==> src/rtl/comprobador_respuesta.sv <==
// Checks accepted Respuesta words against ESPERADO, declares lock after UMBRAL matches, counts hits/misses.
// State/counters update one cycle after the accepting edge; Listo drops for exactly one cycle per loss of lock.
module comprobador_respuesta #(
  parameter int unsigned      ANCHO    = 16,
  parameter logic [ANCHO-1:0] ESPERADO = '0,
  parameter int unsigned      UMBRAL   = 4,
  parameter int unsigned      CUENTA_W = 8
) (
  input  logic                Reloj,
  input  logic                Reinicio,
  input  logic [ANCHO-1:0]    Respuesta,
  input  logic                Valido,
  output logic                Listo,
  output logic                Enganchado,
  output logic                Error,
  output logic [CUENTA_W-1:0] Aciertos,
  output logic [CUENTA_W-1:0] Fallos,
  output logic [ANCHO-1:0]    Ultimo
);

  typedef enum logic [1:0] {
    BUSCA      = 2'd0,
    ENGANCHADO = 2'd1,
    FALLA      = 2'd2
  } estado_t;

  localparam logic [3:0]          UMBRAL_R   = 4'(UMBRAL);
  localparam logic [CUENTA_W-1:0] CUENTA_MAX = '1;

  estado_t             estado_q;
  logic [3:0]          racha_q;
  logic                error_q;
  logic [ANCHO-1:0]    ultimo_q;
  logic [CUENTA_W-1:0] aciertos_q, aciertos_d;
  logic [CUENTA_W-1:0] fallos_q, fallos_d;

  logic       acepta;
  logic       coincide;
  logic [3:0] racha_sig;

  // Listo/Enganchado are pure decodes of the state register, so they never glitch.
  assign Listo      = (estado_q != FALLA);
  assign Enganchado = (estado_q == ENGANCHADO);
  assign acepta     = Valido && Listo;
  assign coincide   = (Respuesta == ESPERADO);
  assign racha_sig  = racha_q + 4'd1;

  always_comb begin
    aciertos_d = aciertos_q;
    fallos_d   = fallos_q;
    if (acepta) begin
      if (coincide) begin
        if (aciertos_q != CUENTA_MAX) aciertos_d = aciertos_q + 1'b1;
      end else begin
        if (fallos_q != CUENTA_MAX) fallos_d = fallos_q + 1'b1;
      end
    end
  end

  always_ff @(posedge Reloj) begin
    if (Reinicio) begin
      estado_q   <= BUSCA;
      racha_q    <= 4'd0;
      error_q    <= 1'b0;
      ultimo_q   <= '0;
      aciertos_q <= '0;
      fallos_q   <= '0;
    end else begin
      aciertos_q <= aciertos_d;
      fallos_q   <= fallos_d;
      case (estado_q)
        BUSCA: begin
          if (acepta) begin
            if (coincide) begin
              if (racha_sig == UMBRAL_R) begin
                estado_q <= ENGANCHADO;
                racha_q  <= 4'd0;
              end else begin
                racha_q  <= racha_sig;
              end
            end else begin
              racha_q <= 4'd0;
            end
          end
        end
        ENGANCHADO: begin
          if (acepta && !coincide) begin
            estado_q <= FALLA;
            error_q  <= 1'b1;
            // Only the first offender since reset is kept.
            if (!error_q) ultimo_q <= Respuesta;
          end
        end
        FALLA: begin
          estado_q <= BUSCA;
          racha_q  <= 4'd0;
        end
        default: begin
          estado_q <= BUSCA;
          racha_q  <= 4'd0;
        end
      endcase
    end
  end

  assign Error    = error_q;
  assign Ultimo   = ultimo_q;
  assign Aciertos = aciertos_q;
  assign Fallos   = fallos_q;

endmodule

==> config.mk <==
export PLATFORM = sky130hd
export DESIGN_NAME = comprobador_respuesta
export DESIGN_NICKNAME = d
export VERILOG_FILES = /design/src/rtl/comprobador_respuesta.sv
export SDC_FILE = /design/constraint.sdc
export NUM_CORES = 1
export LEC_CHECK = 0
export CORE_MARGIN = 5
export CORE_UTILIZATION = 49
export CTS_BUF_LIST = sky130_fd_sc_hd__clkbuf_8
export CTS_CLUSTER_SIZE = 30
export DETAILED_ROUTE_END_ITERATION = 6
export GPL_ROUTABILITY_DRIVEN = 0
export PLACE_DENSITY = 0.81
export SETUP_SLACK_MARGIN = 0.15
export SLEW_MARGIN = 5
export SYNTH_ARGS = -nofsm -noshare
export SYNTH_HDL_FRONTEND = slang
export SYNTH_SLANG_ARGS = --single-unit
export TNS_END_PERCENT = 1
==> constraint.sdc <==
create_clock -name Reloj -period 2.4 [get_ports Reloj]
set_input_delay 0.48 -clock Reloj [delete_from_list [all_inputs] [get_ports Reloj]]
set_output_delay 0.48 -clock Reloj [all_outputs]
set_load 0.02 [all_outputs]
==> results.rst <==
.. list-table::
   :header-rows: 1

   * - Metric
     - Value
   * - Logic gate share of total power
     - under 10%
   * - First-pass iteration count of the detailed router
     - 4
   * - Die Y
     - between 70 and 80 um
   * - # clock sinks
     - 39
   * - Synthesized net count
     - 244
   * - Global-route track usage on met3
     - slightly below 6%
   * - Buffer and inverter count on the worst path
     - 3
   * - Worst-path clk slew
     - roughly 0.07 ns
   * - Cell repeated most along the worst path
     - sky130_fd_sc_hd__buf_4
   * - Startpoint of the most critical register-to-register path
     - Fallos[0]
   * - Setup Crit Path Kind
     - primary input to flip-flop
   * - Highest net fanout along the worst path
     - 11
   * - Number of clock buffers inserted by TritonCTS
     - 5
   * - Worst slack, placed
     - -0.0679 ns
   * - Critical path's slowest cell
     - sky130_fd_sc_hd__clkdlybuf4s50_1
   * - Number of unique standard cell types used by synthesis
     - 39
   * - Final Cycle Share
     - 90.3%
   * - Net count of the finished layout
     - 302
   * - Port bufs
     - 53
   * - Later-pin clock latency in the skew report
     - 0.29 ns
   * - Vias after detailed routing
     - 1,816
   * - Antenna-violating nets left
     - 0
   * - Top delay family on crit path
     - buffers and inverters
   * - Global routing usage on met2
     - between 20 and 30%
   * - Total placed cells including tap cells
     - 321
   * - Most heavily used metal layer in global routing
     - met2
   * - Launching element type of the critical path
     - primary input
   * - MaxCap Viol Count
     - 0
   * - I/O pin count
     - 54
   * - Non-Filler Cell Area, Final
     - 2630 um2
   * - Sum of routed wire length over all layers
     - 4480 um
   * - Final non-filler cell total
     - 328
   * - Register bit total from synthesis
     - 39
   * - Total internal power
     - 0.000920 W
   * - CTS tree
     - yes
   * - Worst vdd ir
     - 0.273 mV
   * - Post-synth design cell area
     - between 1500 and 2000 um2
   * - Slew at the pin closest to its max-slew limit
     - 0.549 ns
   * - Status
     - finished, final reports clean
   * - Utilization after layout
     - 70.8%
   * - Global route total overflow
     - 0
   * - Worst EP required
     - 2.58 ns
   * - Horizontal die dimension
     - 72.5 um
   * - Maximum buffer depth of the clock tree
     - 2
   * - Final Hold Fails
     - 0
   * - Initial antenna violation count
     - 0
   * - Type of the tightest min-delay check
     - flip-flop to flip-flop
   * - Max frequency
     - about 0.46 GHz
   * - Unrepaired setup endpoints after global routing
     - no
   * - # diodes
     - 0
   * - Final number of max-transition violations
     - 0
   * - Syn Inst Count
     - between 200 and 250
   * - Clock root cell
     - sky130_fd_sc_hd__clkbuf_8
   * - Sequential fraction of the synthesis area
     - approximately 41%
   * - Min-delay src
     - Ultimo[11]
   * - Clock network power share
     - 37.3%
   * - Start point of the critical path
     - Respuesta[13]
   * - Post-DP HPWL
     - 3350 um
   * - Die Footprint
     - 5260 um2
   * - Count of warnings emitted by yosys
     - 0
   * - Initial DRC count
     - 145
   * - Leakage power summed over all cells
     - 0.914 nW
   * - Ratio of cells with drive above 1 in the final layout
     - 8.21%
   * - Setup TNS after final layout
     - 0 ns
   * - Site Rows
     - 22
   * - Number of flops mapped to enable cells by yosys
     - 0
   * - Power density relative to cell area
     - about 450 nW/um2
   * - Post-detailed-placement cell area
     - around 2500 um2
   * - Number of levels in the clock H-tree
     - 2
   * - Sw power
     - 0.000269 W
   * - Crit path largest cell delay
     - 0.44 ns
   * - Shortest period the worst path allows
     - ~2.2 ns
   * - Switching Fraction
     - a little under a quarter
   * - Drt via density
     - 5.54
   * - Kind of end point of the critical path
     - flip-flop
   * - WL per Instance
     - 13.7 um
   * - Global-route total usage across every layer
     - roughly 18%
   * - Ordered cell list for the critical path
     - clkdlybuf4s50_1 > nor4_1 > buf_4 > nand4_1 > buf_4 > nor3_1 > mux2_1
   * - Number of design rule violations left after detail routing
     - 0
   * - Core area
     - 3720 um2
   * - Share of synthesized registers carrying an async set or reset
     - 0%
   * - Layout Area Growth over Synthesis
     - 37.4%
   * - Max-slew headroom
     - a little under two thirds
   * - Worst clock skew
     - around 0.0027 ns
   * - Number of endpoints failing setup at the final stage
     - 0
   * - Global-route wire length before repair
     - 7280 um
   * - Number of global-route vias before repair
     - 1,596
   * - Fillers
     - 321
   * - Setup fix buffers added after clock tree synthesis
     - 0
   * - Fraction of met1 tracks used by global routing
     - 21.9%
   * - Average cell area after synthesis
     - 8.63 um2
   * - Maximum number of pins on one net before global-route repair
     - 38
   * - Initial cell density of the core
     - 51.5%
   * - Register share of total power
     - 54.9%
   * - Critical path arrival
     - around 2.4 ns
   * - Prevailing post-synth register cell
     - sky130_fd_sc_hd__dfxtp_1
   * - Final setup slack of the worst path
     - 0.233 ns
[through the flow]
| stage | hold WS (ns) | power, W |
|---|---|---|
| CTS | 0.460 | 0.00120 |
| global route | 0.475 | 0.00124 |
| floorplan | 0.449 | 0.000708 |
| finish | 0.459 | 0.00119 |
| detailed placement | 0.447 | 0.000760 |
| global placement | 0.442 | 0.000757 |
[placed cells by master, fill, tap and decap left out, types with 2 or more instances in the layout]
master and n:
sky130_fd_sc_hd__mux2i_1 18, sky130_fd_sc_hd__ha_1 3, sky130_fd_sc_hd__dfxtp_1 39, sky130_fd_sc_hd__clkdlybuf4s50_1 53
sky130_fd_sc_hd__nor4b_1 2, sky130_fd_sc_hd__or4_1 4, sky130_fd_sc_hd__and3_1 2, sky130_fd_sc_hd__nand2b_1 2
sky130_fd_sc_hd__mux2_1 7, sky130_fd_sc_hd__nand4_1 7, sky130_fd_sc_hd__nor4_2 5, sky130_fd_sc_hd__clkbuf_8 6
sky130_fd_sc_hd__a211oi_1 2, sky130_fd_sc_hd__nor3_1 2, sky130_fd_sc_hd__inv_1 2, sky130_fd_sc_hd__nand3_1 8
sky130_fd_sc_hd__a31oi_1 4, sky130_fd_sc_hd__nor2_1 15, sky130_fd_sc_hd__buf_4 9, sky130_fd_sc_hd__o21ai_0 3
sky130_fd_sc_hd__nor4_1 5, sky130_fd_sc_hd__a21oi_1 7, sky130_fd_sc_hd__and4_1 3, sky130_fd_sc_hd__and2_1 2
sky130_fd_sc_hd__o31ai_1 4, sky130_fd_sc_hd__a311oi_1 2, sky130_fd_sc_hd__nor2b_1 9, sky130_fd_sc_hd__nand2_1 44
[cells in the mapped netlist (all sizes together), types with 4 or more instances]
library cell	n	area, um2
nand3	8	40.0
mux2	7	78.8
nand4	7	43.8
nor2	15	56.3
a31oi	4	25.0
o31ai	4	30.0
clkbuf	4	15.0
o21ai	4	20.0
nor2b	9	56.3
dfxtp	39	781
mux2i	18	180
nor4	10	81.3
nand2	44	165
buf	8	46.3
or4	4	30.0
a21oi	7	35.0
[worst reg2reg max path, cell delays in order, from the launching register on]
cell	delay [ns]
sky130_fd_sc_hd__dfxtp_1	0.36
sky130_fd_sc_hd__ha_1	0.24
sky130_fd_sc_hd__nand3_1	0.18
sky130_fd_sc_hd__nor2_1	0.15
sky130_fd_sc_hd__nor4b_1	0.38
sky130_fd_sc_hd__mux2_1	0.35
[power by group through the flow]
stage / Clock (W) / Combinational [W] / Sequential, W
6_report: 0.000443 / 0.0000932 / 0.000653
5_1_grt: 0.000486 / 0.000102 / 0.000654
4_1_cts: 0.000457 / 0.0000921 / 0.000653
3_5_place_dp: 0 / 0.0000918 / 0.000668
3_3_place_gp: 0 / 0.0000898 / 0.000668
2_1_floorplan: 0 / 0.0000377 / 0.000670
[path summary, 6_finish.rpt]
check / cells past startpoint / slack [ns] / end
setup / recovery: 7 / 0.23 / Aciertos[0]
hold / removal: 2 / 0.46 / Ultimo[11]
setup reg to reg: 5 / 0.64 / Fallos[5]
hold reg to reg: 2 / 0.46 / Ultimo[11]
[routing by layer]
layer | vias up | part of all wire (%)
met5 | - | 0
met4 | 0 | 1.7
met3 | 7 | 7.5
met2 | 50 | 47
met1 | 839 | 43
li1 | 920 | -
[cell type report]
class                           count  area (um2)  area share, %
Clock inverter                      1        5.00          0.190
Tap cell                           48        60.1           2.28
Multi-Input combinational cell    168        1070           40.8
Sequential cell                    39         781           29.7
Inverter                            3        11.3          0.428
Clock buffer                        6        82.6           3.14
Timing Repair Buffer               63         618           23.5
[cells by family after synthesis]
family | Yosys count | share of synthesized area (%)
muxes | 25 | 13.5
AOI/OAI and AO/OA | 27 | 9.21
adders and majority gates | 3 | 1.96
buffers and inverters | 15 | 3.79
and+or+nand+nor | 113 | 30.8
DFF | 39 | 40.8
[repair_timing]
item	in CTS	in global routing
hold buffers	0	0
endpoints found under the setup margin	0	6
gates resized for setup	0	2
[state kept, by name, summed over array words and instances, names as in the netlist]
name and count:
racha_q 4, Fallos 8, Aciertos 8, Ultimo 16
estado_q 2, Error 1
(Power assumes the default switching activity.)
